==> src/rtl/cv32e40p_err_pkg.sv <==
// Shared constants and types for the cv32e40p fault-event monitor.
package cv32e40p_err_pkg;

   // Bit positions of each error group inside the concatenated error vector
   localparam int ERR_DIV_TMR_BASE    = 0;
   localparam int ERR_MEM_BASE        = 2;
   localparam int ERR_ECC_BASE        = 17;
   localparam int ERR_MULT_BASE       = 20;
   localparam int ERR_NUM_SRC_DEFAULT = 29;

   // Report port states: IDLE looks for pending work, HOLD presents a report
   typedef enum logic [0:0] {
      IDLE = 1'b0,
      HOLD = 1'b1
   } rpt_state_e;

endpackage

==> src/rtl/cv32e40p_err_rr_arb.sv <==
// Combinational round-robin pick: first set request at or after ptr+1 (mod N).
module cv32e40p_err_rr_arb #(
   parameter int N    = 29,
   parameter int ID_W = (N > 1) ? $clog2(N) : 1
) (
   input  logic [N-1:0]    req,
   input  logic [ID_W-1:0] ptr,
   output logic [ID_W-1:0] gnt_id,
   output logic            gnt_valid
);

   logic [2*N-1:0] dbl;
   logic [N-1:0]   rot;
   int             start;
   int             off;
   int             sum;

   // Rotate requests so the search origin sits at bit 0, then take the lowest set bit
   always_comb begin
      start     = (int'(ptr) >= N - 1) ? 0 : int'(ptr) + 1;
      dbl       = {req, req} >> start;
      rot       = dbl[N-1:0];
      off       = 0;
      gnt_valid = 1'b0;
      for (int i = 0; i < N; i++) begin
         off       = (rot[i] & ~gnt_valid) ? i : off;
         gnt_valid = gnt_valid | rot[i];
      end
      sum    = start + off;
      sum    = (sum >= N) ? sum - N : sum;
      gnt_id = ID_W'(sum);
   end

endmodule

==> src/rtl/cv32e40p_err_monitor.sv <==
// Fault-event monitor: per-channel edge detect, saturating counters, sticky
// flags, threshold alarm and a round-robin valid/ready report port.
module cv32e40p_err_monitor
   import cv32e40p_err_pkg::*;
#(
   parameter int NUM_SRC = ERR_NUM_SRC_DEFAULT,
   parameter int CNT_W   = 8,
   parameter int ID_W    = $clog2(NUM_SRC)
) (
   input  logic               clk_i,
   input  logic               rst_ni,
   input  logic [NUM_SRC-1:0] err_i,
   input  logic [NUM_SRC-1:0] mask_i,
   input  logic [CNT_W-1:0]   thresh_i,
   input  logic               clr_valid_i,
   input  logic [ID_W-1:0]    clr_id_i,
   input  logic               clr_all_i,
   output logic [NUM_SRC-1:0] sticky_o,
   output logic               alarm_o,
   output logic               rpt_valid_o,
   input  logic               rpt_ready_i,
   output logic [ID_W-1:0]    rpt_id_o,
   output logic [CNT_W-1:0]   rpt_cnt_o
);

   logic [NUM_SRC-1:0] err_q;
   logic [NUM_SRC-1:0] pend;
   logic [NUM_SRC-1:0] evt;
   logic [NUM_SRC-1:0] clr_hit;
   logic [CNT_W-1:0]   cnt [NUM_SRC];
   logic [ID_W-1:0]    ptr;
   logic [ID_W-1:0]    gnt_id;
   logic               gnt_valid;
   logic               launch;
   logic               alarm_next;
   rpt_state_e         state;
   rpt_state_e         state_next;

   // Counter increment that sticks at all-ones instead of wrapping
   function automatic logic [CNT_W-1:0] sat_inc(input logic [CNT_W-1:0] v);
      return (v == {CNT_W{1'b1}}) ? v : v + CNT_W'(1);
   endfunction

   // Rising-edge events on unmasked channels and per-channel clear hits
   always_comb begin
      evt     = err_i & ~err_q & ~mask_i;
      clr_hit = {NUM_SRC{1'b0}};
      for (int i = 0; i < NUM_SRC; i++) begin
         clr_hit[i] = clr_all_i | (clr_valid_i & (clr_id_i == ID_W'(i)));
      end
   end

   // Alarm condition from the current counters, mask and threshold
   always_comb begin
      alarm_next = 1'b0;
      for (int i = 0; i < NUM_SRC; i++) begin
         alarm_next = alarm_next | (~mask_i[i] & (thresh_i != {CNT_W{1'b0}}) &
                                    (cnt[i] >= thresh_i));
      end
   end

   cv32e40p_err_rr_arb #(
      .N    (NUM_SRC),
      .ID_W (ID_W)
   ) u_arb (
      .req       (pend),
      .ptr       (ptr),
      .gnt_id    (gnt_id),
      .gnt_valid (gnt_valid)
   );

   // Report port next-state: launch from IDLE when work is pending, leave HOLD on handshake
   always_comb begin
      state_next = state;
      launch     = 1'b0;
      case (state)
         IDLE: begin
            if (gnt_valid) begin
               launch     = 1'b1;
               state_next = HOLD;
            end else begin
               state_next = IDLE;
            end
         end
         HOLD: begin
            if (rpt_ready_i) begin
               state_next = IDLE;
            end else begin
               state_next = HOLD;
            end
         end
         default: state_next = IDLE;
      endcase
   end

   // Report port registers; id/count are captured only at launch so they stay stable in HOLD
   always_ff @(posedge clk_i) begin
      if (!rst_ni) begin
         state       <= IDLE;
         rpt_valid_o <= 1'b0;
         rpt_id_o    <= {ID_W{1'b0}};
         rpt_cnt_o   <= {CNT_W{1'b0}};
         ptr         <= {ID_W{1'b0}};
      end else begin
         state       <= state_next;
         rpt_valid_o <= (state_next == HOLD);
         if (launch) begin
            rpt_id_o  <= gnt_id;
            rpt_cnt_o <= cnt[gnt_id];
            ptr       <= gnt_id;
         end
      end
   end

   // Per-channel state: an event beats a clear, a clear beats the launch acknowledgement
   always_ff @(posedge clk_i) begin
      if (!rst_ni) begin
         err_q    <= {NUM_SRC{1'b0}};
         sticky_o <= {NUM_SRC{1'b0}};
         pend     <= {NUM_SRC{1'b0}};
         alarm_o  <= 1'b0;
         for (int i = 0; i < NUM_SRC; i++) begin
            cnt[i] <= {CNT_W{1'b0}};
         end
      end else begin
         err_q   <= err_i;
         alarm_o <= alarm_next;
         for (int i = 0; i < NUM_SRC; i++) begin
            if (evt[i]) begin
               cnt[i]      <= clr_hit[i] ? CNT_W'(1) : sat_inc(cnt[i]);
               sticky_o[i] <= 1'b1;
               pend[i]     <= 1'b1;
            end else if (clr_hit[i]) begin
               cnt[i]      <= {CNT_W{1'b0}};
               sticky_o[i] <= 1'b0;
               pend[i]     <= 1'b0;
            end else if (launch && (gnt_id == ID_W'(i))) begin
               pend[i]     <= 1'b0;
            end
         end
      end
   end

endmodule

==> config.mk <==
export PLATFORM = sky130hd
export DESIGN_NAME = cv32e40p_err_monitor
export DESIGN_NICKNAME = d
export VERILOG_FILES = /design/src/rtl/cv32e40p_err_pkg.sv /design/src/rtl/cv32e40p_err_rr_arb.sv /design/src/rtl/cv32e40p_err_monitor.sv
export SDC_FILE = /design/constraint.sdc
export NUM_CORES = 1
export LEC_CHECK = 0
export BUFFER_PORTS_ARGS = -buffer_cell sky130_fd_sc_hd__clkbuf_2
export CORE_UTILIZATION = 33
export CTS_CLUSTER_DIAMETER = 30
export DETAILED_ROUTE_END_ITERATION = 10
export GPL_TIMING_DRIVEN = 0
export PLACE_DENSITY = 0.54
export RECOVER_POWER = 100
export SETUP_SLACK_MARGIN = 0.15
export SLEW_MARGIN = 20
export SYNTH_ARGS = -nofsm -noshare
export SYNTH_HDL_FRONTEND = slang
export SYNTH_SLANG_ARGS = --single-unit
==> constraint.sdc <==
create_clock -name clk_i -period 7 [get_ports clk_i]
set_clock_uncertainty 0.05 [all_clocks]
set_input_delay 1.4 -clock clk_i [delete_from_list [all_inputs] [get_ports clk_i]]
set_output_delay 1.4 -clock clk_i [all_outputs]
set_load 0.03 [all_outputs]
==> metrics, run 1 <==
status=finished, violations left; failing checks=negative setup slack; worst-margin pin slew=1290 ps; crit path buf inv count=12; DR vias/cell=5.90; starting density of the core=33.4%; Ys Warns=0; n_diodes=0; fin crit share=103%; worst skew pair latency=630 ps; antenna-violating nets left=0; critical path's top delay family=compound AO/OA/AOI/OAI gates; die area=79500 sq um; RSZ-0062 raised after global routing=true; row count=102; Post-synth EDFFs=232; Layout area overhead=30.5%; drt drc=0; Worst setup EP type=register; final count of pins violating max slew=0; Hold Crit Class=reg2reg; WL final=110 mm; final worst setup slack=-239 ps; CP arrival=7750 ps; Ports=120; final hold vios=0; final critical-path required period=7240 ps; Reg area=9020 sq um; share of cells above drive strength 1=21.4%; pin count of the biggest net entering global routing=31; Layout Cells excl Fill=4258; routability congestion estimate=0.998; Clock Sinks=334; Primary FF master, synth=edfxtp_1; Fill cells=7552; CTS Buf Count=90; crit-path max cell delay=610 ps; TritonRoute pass-1 iters=5; sequential area share after synthesis=34.8%; kind of critical path=reg2reg; GRT Util Overall=27.3%; Multi-input gate area=17300 sq um; WP depth=32; Critical Path Fanout Max=10; HPWL Detailed=81.5 mm; DIE HEIGHT=282 um; Avg Cell Area, Syn=9.16 sq um; R2R cell count=32; Placed Cells=3988; Synth Net Count=3172; die span in x=282 um; Post-Synthesis Cells=2825; hold depth=2; synthesized flop and latch total=334; Max-Cap Viols=0; vias=25100; DR WL/cell=25.7 um; Slew HR=14.0%; first-pass GRT wire length=159 mm; Max Buffers Root-to-Sink=3; crit path launch type=register; critical path required time=7510 ps; slowest library cell on the worst path=o211ai_1; H-tree level count=3; Post-Synthesis Cell Area=25900 sq um; Setup violations, final=7; Initial DRC Count=2997; Max Freq=0.138 GHz; # nets final=3488; Core ar.=77500 sq um; Post-synth ARST share=0%; initial antenna violation count=7; Yosys cell types=83; vias in the first global route=23500; root buf cell=clkbuf_16; gr ovfl total=0; CTS clk-pin slew, worst paths=50 ps; I/O Buffers=116; CTS tree=done
-- tightest hold or removal path, stage by stage (launching register included) --
cell     delay (ps)
dfxtp_1         300
nand2_1          50
nand2_1          40
-- synthesized netlist by cell type, drive strengths merged, types with 48 or more instances --
| cell type | number | area share, % |
|---|---|---|
| a21o | 58 | 1.7 |
| a21oi | 123 | 2.4 |
| a221oi | 66 | 2.2 |
| and2 | 58 | 1.4 |
| and3 | 48 | 1.2 |
| clkbuf | 85 | 1.2 |
| dfxtp | 102 | 7.9 |
| edfxtp | 232 | 27 |
| ha | 270 | 13 |
| inv | 83 | 1.2 |
| mux2i | 59 | 2.3 |
| nand2 | 253 | 3.7 |
| nand3 | 175 | 3.4 |
| nor2 | 371 | 5.4 |
| nor3 | 48 | 0.95 |
| o21ai | 100 | 1.9 |
| xnor2 | 73 | 2.5 |
| xor2 | 103 | 3.5 |
-- cell families after synthesis --
logic type	count (synthesis)	share of synthesized area [%]
buffers and inverters	192	2.97
AND/OR/NAND/NOR	1124	20.4
XOR/XNOR	176	5.96
flip-flops	334	34.8
adder cells (fa/ha/maj)	271	13.1
multiplexers	114	6.01
AO/OA/AOI/OAI	614	16.6
-- sequential cells by signal, summed over array words and instances (netlist names) --
name       cells
cnt          232
err_q         29
alarm_o        1
sticky_o      29
pend          29
rpt_cnt_o      8
ptr            5
state          1
-- repair_timing --
| item | in CTS | in global routing |
|---|---|---|
| pin swaps | 51 | 51 |
| hold endpoints to repair | 0 | 0 |
| hold buffers | 0 | 0 |
| resized for setup | 288 | 116 |
| cloned | 3 | 0 |
| setup endpoints to repair | 42 | 38 |
| buffers inserted | 65 | 33 |
-- cells in the final DEF (no fill, tap or decap), drive strengths merged, types with 23 or more instances in the layout --
master and count:
nor2 371, clkbuf 305, ha 270, nand2 253
edfxtp 232, nand3 175, buf 140, a21oi 123
xor2 103, dfxtp 102, o21ai 100, inv 83
xnor2 73, a221oi 66, mux2i 59, a21o 58
and2 58, and3 48, nor3 48, nand2b 42
nor2b 36, a211oi 33, mux4 30, clkinv 28
mux2 25, nand4 24, o211ai 23
-- metal layers --
| metal | part of all wire, % | global-route usage [%] | vias to the layer above |
|---|---|---|---|
| met5 | 0.050 | 0 | - |
| li1 | - | - | 11300 |
| met3 | 9.8 | 5.64 | 298 |
| met4 | 5.0 | 13.6 | 8 |
| met2 | 44 | 41.2 | 1398 |
| met1 | 41 | 36.7 | 12200 |
-- path summary, 6_finish.rpt --
kind | startpoint | end | slack [ps]
min reg2reg | sticky_o[11] | sticky_o[11] | 390
min | sticky_o[11] | sticky_o[11] | 390
max | ptr[0] | rpt_cnt_o[0] | -240
max reg2reg | ptr[0] | rpt_cnt_o[0] | -240
-- final cells by class --
| type | count | area share [%] |
|---|---|---|
| inverters | 85 | 1.03 |
| well taps | 1040 | 3.85 |
| multi-input cells | 2299 | 51.4 |
| plain buffers | 107 | 2.90 |
| repair buffers | 224 | 4.79 |
| flip-flops and latches | 334 | 26.7 |
| clock buffers | 115 | 7.22 |
| clock inverters | 54 | 2.12 |
-- stage by stage --
| stage | instance area [sq um] | worst slack, ps | utilization (%) | TNS, ps | hold WS (ps) |
|---|---|---|---|---|---|
| floorplan | 26000 | 165 | - | 0 | 397 |
| global placement | 27900 | -3100 | 36.0 | -91630 | 382 |
| detailed placement | 28000 | -2720 | 36.2 | -88800 | 384 |
| CTS | 33000 | 9.38 | 42.6 | 0 | 392 |
| global route | 33800 | -375 | 43.6 | -1990 | 404 |
| finish | 33800 | -239 | 43.6 | -995 | 387 |
Power of run 1 is left out: the tool's default activity adds up to more than one toggle a clock period on the data nets, which glitch-free logic cannot reach.
==> run 2, diff against run 1 <==
Settings changed: CTS_BUF_LIST set to sky130_fd_sc_hd__clkbuf_8.
==> metrics, run 2 (synthesis gave the netlist of run 1 again) <==
worst-margin pin slew=1430 ps (+136 ps); TritonRoute pass-1 iters=9 (+4); Max Buffers Root-to-Sink=3 (unchanged); Hold Worst Slack=388 ps (+0.932 ps); final worst setup slack=-296 ps (-57.3 ps); largest reg by FF count=cnt; R2R cell count=31 (-3.1%); antenna-violating nets left=0 (unchanged); Largest register FFs=232 (unchanged); vias in the first global route=23300 (-0.44%); initial antenna violation count=6 (-1); failing checks=negative setup slack; Fill cells=7701 (+2.0%); kind of critical path=reg2reg; Placed Instance Area=28000 sq um (unchanged); final count of pins violating max slew=0 (unchanged); first-pass GRT wire length=158 mm (-0.30%); Ports=120 (unchanged); CP arrival=7800 ps (+50 ps); fin crit share=104% (+0.82 points); Hold Crit Endpoint=sticky_o[11]; worst skew pair latency=730 ps (+100 ps); hold depth=2 (unchanged); routability congestion estimate=0.998 (unchanged); most frequent cells in the layout=nor2_1, ha_1, nand2_1; status=finished, violations left; # nets final=3484 (-0.11%); slowest library cell on the worst path=fa_1; Initial DRC Count=3100 (+3.4%); drt drc=0 (unchanged); gr ovfl total=0 (unchanged); DR WL/cell=25.7 um (about the same); final hold vios=0 (unchanged); share of cells above drive strength 1=20.9% (-0.49 points); Core ar.=77500 sq um (unchanged); commonest non-fill, non-tap cell in the layout=nor2_1; vias=24900 (-0.85%); die area=79500 sq um (unchanged); Hold Crit Class=reg2reg; Worst R2R End=rpt_cnt_o[0]; Max Freq=0.137 GHz (-0.79%); CTS tree=done; H-tree level count=3 (unchanged); DR vias/cell=5.85 (-0.85%); Critical Path Fanout Max=10 (unchanged); critical path required time=7500 ps (about the same); root buf cell=clkbuf_8; Clock Sinks=334 (unchanged); design area=32600 sq um (-3.3%); crit-path max cell delay=570 ps (-40 ps); crit path launch type=register; Layout Utilization=42.1% (-1.5 points); hold path start=sticky_o[11]; CTS clk-pin slew, worst paths=50 ps (about the same); CTS Buf Count=92 (+2.2%); DIE HEIGHT=282 um (unchanged); Slew HR=4.93% (-9.0 points); GRT Util Overall=27.2% (-0.070 points); Setup violations, final=11 (+4); starting density of the core=33.4% (unchanged); critical register-to-register path startpoint=ptr[0]; Max-Cap Viols=0 (unchanged); Layout area overhead=26.1%; pin count of the biggest net entering global routing=31 (unchanged); final critical-path required period=7300 ps (+57.3 ps); row count=102 (unchanged); WL final=110 mm (about the same); reg-to-reg setup timing slack=-300 ps (-60 ps); I/O Buffers=116 (unchanged); HPWL Detailed=81.5 mm (unchanged); RSZ-0062 raised after global routing=true; die span in x=282 um (unchanged); Worst setup EP type=register
[run 2: layout make-up]
type	instances	area [sq um]	share of cell area [%]
Buffer	107	968	2.97
Clock inverter	72	764	2.34
Inverter	85	347	1.06
Multi-Input combinational cell	2299	17300	53.0
Sequential cell	334	9020	27.6
Clock buffer	102	1400	4.30
Timing Repair Buffer	218	1530	4.69
Antenna cell	1	2.50	0.00767
Tap cell	1040	1300	3.99
[run 2: worst max-delay path by stage]
stage	start	end	slack, ps	depth (start not counted)
after floorplan	ptr[0]	rpt_cnt_o[2]	170	31
after global placement	ptr[0]	rpt_cnt_o[4]	-3100	31
after detailed placement	ptr[0]	rpt_cnt_o[0]	-2720	33
after CTS	ptr[0]	rpt_cnt_o[2]	2	30
after global routing	ptr[0]	rpt_cnt_o[2]	-390	34
final	ptr[0]	rpt_cnt_o[0]	-300	31
[run 2: repair_timing]
action,CTS,global route
setup endpoints to repair,42,37
hold buffers,0,0
cloned,2,0
pin swaps,53,35
resized for setup,290,91
setup buffers,66,27
[run 2: metal layers]
| metal | up-vias | GRT usage (%) | wire length, um |
|---|---|---|---|
| met2 | 1425 | 41.2 | 47500 |
| li1 | 11300 | - | - |
| met5 | - | 0 | 32 |
| met3 | 316 | 6.16 | 11100 |
| met4 | 4 | 13.0 | 5660 |
| met1 | 11900 | 36.4 | 45300 |
[run 2: worst max-delay path: cells and delay by family (launching register included)]
kind            cells  cell delay (ps)
simple gates        4              420
mux                 2              950
flops               1              360
compound gates     11             2630
buf+inv            10             1360
fa+ha+maj           4             1310
[run 2: per-stage QoR]
step           std cells  TNS (ps)  setup WS [ps]
6_report            4258     -1990           -296
5_1_grt             4258     -3430           -387
3_5_place_dp        3988    -88800          -2720
2_1_floorplan       2825         0            165
3_3_place_gp        3981    -91630          -3100
4_1_cts             4230         0           1.81
Power of run 2 is left out for the same reason.
